**src/rtl/pwm_decoder.sv**
```systemverilog
// pwm_decoder
//   Recovers 8-bit samples from a single-bit PWM stream. Each frame runs from
//   one rising edge to the next. The high time of an in-tolerance frame is
//   emitted as a sample with a one-cycle valid strobe. A frame whose length is
//   out of tolerance raises a one-cycle error strobe instead. A line stuck at
//   one level is reported as a constant 0 or 255, repeated once per nominal
//   period.
//
// Parameters
//   PERIOD      nominal frame length in clk cycles
//   TOL         accepted frame-length deviation, +/- cycles
//   SYNC_STAGES flops in the pwm_in synchronizer (>= 2)
//
// Ports
//   clk          system clock
//   n_rst        asynchronous reset, active-high
//   en           decode enable; when low, decoding stops and outputs hold
//   pwm_in       PWM stream, may be asynchronous to clk
//   sample_out   last decoded sample
//   sample_valid one-cycle strobe when sample_out updates
//   frame_err    one-cycle strobe on an out-of-tolerance frame
//   locked       last closed frame was in tolerance
module pwm_decoder #(
  parameter int PERIOD      = 256,
  parameter int TOL         = 2,
  parameter int SYNC_STAGES = 2
) (
  input  logic       clk,
  input  logic       n_rst,
  input  logic       en,
  input  logic       pwm_in,
  output logic [7:0] sample_out,
  output logic       sample_valid,
  output logic       frame_err,
  output logic       locked
);

  localparam int CW = $clog2(PERIOD + TOL + 1) + 1;

  localparam logic [CW-1:0] LIMIT    = CW'(PERIOD + TOL);
  localparam logic [CW-1:0] LO_BOUND = CW'(PERIOD - TOL);
  localparam logic [CW-1:0] PER_C    = CW'(PERIOD);
  localparam logic [CW-1:0] ONE      = CW'(1);
  localparam logic [CW-1:0] CMAX     = '1;

  localparam logic [1:0] SEEK  = 2'd0;
  localparam logic [1:0] HIGH  = 2'd1;
  localparam logic [1:0] LOW   = 2'd2;
  localparam logic [1:0] CONST = 2'd3;

  function automatic logic [CW-1:0] sat_inc(input logic [CW-1:0] v);
    return (v == CMAX) ? v : v + ONE;
  endfunction

  // Widened first so the clip works for any counter width.
  function automatic logic [7:0] clip8(input logic [CW-1:0] v);
    logic [CW+7:0] w;
    w = {8'b0, v};
    return (w > (CW + 8)'(255)) ? 8'hFF : w[7:0];
  endfunction

  logic [SYNC_STAGES-1:0] sync;
  logic                   pwm_s;
  logic                   pwm_d;
  logic                   rise;
  logic                   fall;

  // Synchronizer and edge-detect stage
  always_ff @(posedge clk or posedge n_rst) begin
    if (n_rst) begin
      sync  <= '0;
      pwm_d <= 1'b0;
    end else begin
      sync  <= {sync[SYNC_STAGES-2:0], pwm_in};
      pwm_d <= pwm_s;
    end
  end

  assign pwm_s = sync[SYNC_STAGES-1];
  assign rise  = pwm_s & ~pwm_d;
  assign fall  = ~pwm_s & pwm_d;

  logic [1:0]    state;
  logic [1:0]    state_n;
  logic [CW-1:0] per_cnt;
  logic [CW-1:0] per_n;
  logic [CW-1:0] hi_cnt;
  logic [CW-1:0] hi_n;
  logic [7:0]    sample_n;
  logic          valid_n;
  logic          err_n;
  logic          locked_n;
  logic          awaited;
  logic          timeout;

  always_comb begin
    state_n  = state;
    per_n    = sat_inc(per_cnt);
    hi_n     = hi_cnt;
    sample_n = sample_out;
    valid_n  = 1'b0;
    err_n    = 1'b0;
    locked_n = locked;
    // The edge each state is waiting for; if it arrives on the LIMIT cycle
    // it wins over the timeout.
    awaited  = (state == HIGH) ? fall : rise;
    timeout  = (state != CONST) && (per_cnt == LIMIT) && !awaited;

    if (!en) begin
      state_n = SEEK;
      per_n   = '0;
      hi_n    = '0;
    end else if (timeout) begin
      sample_n = pwm_s ? 8'hFF : 8'h00;
      valid_n  = 1'b1;
      locked_n = 1'b0;
      state_n  = CONST;
      per_n    = ONE;
    end else begin
      case (state)
        SEEK: begin
          if (rise) begin
            state_n = HIGH;
            per_n   = ONE;
            hi_n    = ONE;
          end
        end
        HIGH: begin
          // The fall cycle itself is already low, so it does not add to the high time.
          if (fall) state_n = LOW;
          else      hi_n    = sat_inc(hi_cnt);
        end
        LOW: begin
          if (rise) begin
            if (per_cnt >= LO_BOUND && per_cnt <= LIMIT) begin
              sample_n = clip8(hi_cnt);
              valid_n  = 1'b1;
              locked_n = 1'b1;
            end else begin
              err_n    = 1'b1;
              locked_n = 1'b0;
            end
            state_n = HIGH;
            per_n   = ONE;
            hi_n    = ONE;
          end
        end
        default: begin
          if (rise) begin
            state_n = HIGH;
            per_n   = ONE;
            hi_n    = ONE;
          end else if (fall) begin
            state_n = SEEK;
            per_n   = ONE;
          end else if (per_cnt == PER_C) begin
            valid_n = 1'b1;
            per_n   = ONE;
          end
        end
      endcase
    end
  end

  // Frame state and output register stage
  always_ff @(posedge clk or posedge n_rst) begin
    if (n_rst) begin
      state        <= SEEK;
      per_cnt      <= '0;
      hi_cnt       <= '0;
      sample_out   <= '0;
      sample_valid <= 1'b0;
      frame_err    <= 1'b0;
      locked       <= 1'b0;
    end else begin
      state        <= state_n;
      per_cnt      <= per_n;
      hi_cnt       <= hi_n;
      sample_out   <= sample_n;
      sample_valid <= valid_n;
      frame_err    <= err_n;
      locked       <= locked_n;
    end
  end

endmodule

```
**config.mk**
```make
export PLATFORM = sky130hd
export DESIGN_NAME = pwm_decoder
export DESIGN_NICKNAME = d
export VERILOG_FILES = /design/src/rtl/pwm_decoder.sv
export SDC_FILE = /design/constraint.sdc
export NUM_CORES = 1
export LEC_CHECK = 0
export BUFFER_PORTS_ARGS = -buffer_cell sky130_fd_sc_hd__buf_2
export CAP_MARGIN = 20
export CORE_MARGIN = 4
export CORE_UTILIZATION = 35
export DETAILED_ROUTE_END_ITERATION = 8
export HOLD_SLACK_MARGIN = 0.1
export PLACE_DENSITY = 0.63
export SETUP_SLACK_MARGIN = 0.1
export SLEW_MARGIN = 25
export SYNTH_ARGS = -nofsm -noshare
export SYNTH_HDL_FRONTEND = slang
export SYNTH_SLANG_ARGS = --single-unit
```
**constraint.sdc**
```tcl
create_clock -name clk -period 2.2 [get_ports clk]
set_input_delay 0.33 -clock clk [delete_from_list [all_inputs] [get_ports clk]]
set_output_delay 0.33 -clock clk [all_outputs]
set_load 0.01 [all_outputs]
```
==> impl_metrics.py <==
metrics = {
    "yosys": {
        "yosysUniqueCellTypes": 45,
        "synth.top_cell.area_share": 0.443,
        "synth_area_leaders": "dfrtp_1 (44%), mux2_2 (4.4%), a21oi_1 (4.2%), nand2_1 (3.5%), nor2_1 (3.3%)",
        "ys_ff_latch": 36,
        "async_reset_ff_frac": 1.00,
        "seq_area_frac_synth": 0.443,
        "netlist_area_mm2": 0.00204,
        "synthesis.nets": 224,
        "synth.yosys.warnings": 0,
        "synth_top_area_cell": "dfrtp_1",
        "synth_flop_cell": "dfrtp_1",
        "postSynthAreaPerCell_um2": 9.42,
        "synth_cells": 216,
        "synth_edf_count": 0,
    },
    "critical_path": {
        "end_kind": "flop",
        "worst_ep_arrival_time_ns": 2.17,
        "worstPathRequired_ns": 2.38,
        "max_stage_delay_ns": 0.43,
        "cp_slowest_cell": "dfrtp_1",
        "startpoint": "per_cnt[0]",
        "critPathBufInv": 1,
        "crit_path_start_kind": "flop",
        "crit_fanout": 8,
        "critPathKind": "flop to flop",
        "critical-path-top-delay-family": "simple AND/OR/NAND/NOR gates",
        "crit_chain": "and4bb_2 > and2b_1 > nand4_4 > a211oi_4 > buf_12 > mux2_2",
        "r2r_start": "per_cnt[0]",
    },
    "clocking": {
        "htreeDepth": 2,
        "cts_buffer_depth": 2,
        "clk_latency_ns": 0.29,
        "cts_sinks": 36,
        "cts_tree": "yes",
        "clk_pin_slew_ns": 0.08,
        "root_buffer": "clkbuf_8",
        "cts_buffers": 5,
    },
    "final_layout": {
        "nets": 260,
        "final_cell_mix": "dfrtp_1 (36), buf_4 (21), nand2_1 (19)",
        "area_growth_pct": 20.4,
        "fillers": 540,
        "final_common_cell": "dfrtp_1",
        "finalInstanceArea_mm2": 0.00245,
        "fin_util": 0.440,
        "multi_input_area_mm2": 0.00108,
        "drive_above_1_share": 0.249,
        "regArea_um2": 901,
        "antenna_cells": 0,
    },
    "floorplanning": {
        "core-area_mm2": 0.00557,
        "die_y_um": 84.3,
        "rows": 27,
        "fp.dieW_um": 84.3,
        "start_util": 0.365,
        "ioPinCount": 15,
        "dieArea_mm2": 0.00710,
    },
    "drt": {
        "vias_per_cell": 5.38,
        "drc": 0,
        "drt_pass1_iterations": 5,
        "drt_iter0_drc": 123,
        "finalWirelength_um": 4590,
        "ant_nets": 0,
        "vias": 1747,
        "wl_per_cell_um": 14.1,
    },
    "placed_design": {
        "placed_area_mm2": 0.00232,
        "io_buffers": 14,
        "place.gp.congestion": 0.842,
        "hpwlAfterDp_um": 3320,
    },
    "timing": {
        "maxSlewHeadroom": 0.663,
        "rsz0062_at_grt": "no",
        "tightest_slew_ns": 0.501,
        "maxSlewViolCount": 0,
        "finalHoldViolations": 0,
        "period_needed_ns": 1.99,
        "tns_ns": 0,
        "setup_viol": 0,
        "holdWs_ns": 0.120,
        "clock_skew_ns": 0.00431,
        "min_period_over_period": 0.904,
        "fmax_ghz": 0.503,
    },
    "global_routing": {
        "grt_first_pass_wirelength_um": 8040,
        "grt_usage": 0.138,
        "grt_overflow": 0,
        "antenna_found_initial": 0,
        "grt_max_degree": 37,
        "grt_pass1_vias": 1691,
    },
    "flow_run": {
        "drv_cap": 0,
    },
    "power": {
        "cellLeakagePower_nw": 1.11,
        "internal_power_uw": 936,
        "p_clk_frac": 0.380,
        "total_power_mw": 1.27,
        "switchingPower_uw": 339,
        "ir_worst_vdd_mv": 0.407,
        "p_per_area_mw_per_mm2": 520,
        "combPwrFrac": 0.084,
        "seq_power_share": 0.536,
        "swShare": 0.266,
    },
    "worst_hold_path": {
        "hp-class": "input port to asynchronous set/reset pin",
    },
    "status": {
        "outcome": "finished, final reports clean",
    },
}
sequential cells by signal, indices dropped and copies added (netlist names):
register,flops
hi_cnt,10
per_cnt,10
sample_out,8
state,2
sync,2
frame_err,1
locked,1
pwm_d,1
sample_valid,1
per-stage QoR:
| step | setup WS, ns | std cells |
|---|---|---|
| finish | 0.210 | 325 |
| global route | 0.0941 | 325 |
| CTS | 0.163 | 324 |
| detailed placement | 0.0325 | 315 |
| global placement | 0.104 | 315 |
| floorplan | 0.117 | 216 |
cells by family (layout without fill, tap and decap cells):
group           count (synthesis)  count (layout)  share of synthesized area
fa+ha+maj                       4               4                     0.0246
simple gates                   85              85                      0.230
compound gates                 58              58                      0.192
mux                             9               9                     0.0492
xor+xnor                        6               6                     0.0258
buf+inv                        18              55                     0.0350
flops                          36              36                      0.443
Yosys cell counts (3+ instances only):
cell,number
dfrtp_1,36
nand2_1,19
nor2_1,18
a21oi_1,17
nand3_1,13
o21ai_0,12
inv_1,11
mux2_2,8
nand4_1,7
nor3_1,6
xor2_1,5
a31oi_1,4
clkbuf_1,4
ha_1,4
nor2b_1,4
and3_1,3
buf_2,3
o21a_1,3
o31ai_1,3
o41ai_1,3
power by group through the flow:
stage | combinational [mW] | clock, mW | sequential [mW]
after global placement | 0.104 | 0 | 0.695
after floorplan | 0.0688 | 0 | 0.693
after CTS | 0.105 | 0.497 | 0.683
final | 0.107 | 0.485 | 0.683
after detailed placement | 0.104 | 0 | 0.696
after global routing | 0.120 | 0.530 | 0.686
worst paths after layout:
check / endpoint / slack [ns] / depth (start not counted)
min in group clk: sync[0] / 0.14 / 1
hold / removal: sync[1] / 0.12 / 3
hold reg to reg: sync[1] / 0.36 / 0
setup reg to reg: sample_out[1] / 0.21 / 6
max in group asynchronous: hi_cnt[9] / 1.76 / 3
setup / recovery: sample_out[1] / 0.21 / 6
cell type report:
| type | instances | area share |
|---|---|---|
| Multi-Input combinational cell | 162 | 0.440 |
| Sequential cell | 36 | 0.368 |
| Timing Repair Buffer | 36 | 0.101 |
| Tap cell | 72 | 0.0368 |
| Clock buffer | 5 | 0.0281 |
| Inverter | 11 | 0.0168 |
| Clock inverter | 3 | 0.00970 |
layer usage:
| metal | part of all wire | vias up | GRT usage |
|---|---|---|---|
| met4 | 0.019 | 0 | 0.0629 |
| met2 | 0.45 | 46 | 0.213 |
| li1 | - | 862 | - |
| met3 | 0.046 | 7 | 0.0285 |
| met1 | 0.48 | 832 | 0.186 |
| met5 | 0 | - | 0 |
repair_timing:
action                     CTS  global route
buffers inserted             1             1
cloned                       0             0
setup endpoints to repair    8            12
resized for setup            0             4
hold buffers                 0             0
hold endpoints to repair     0             0
pin swaps                    1             1
worst min-delay path, delay by kind of cell:
kind | cells | cell delay [ns]
buffers and inverters | 3 | 0.52
No activity file was read; power rests on OpenSTA's default activity.
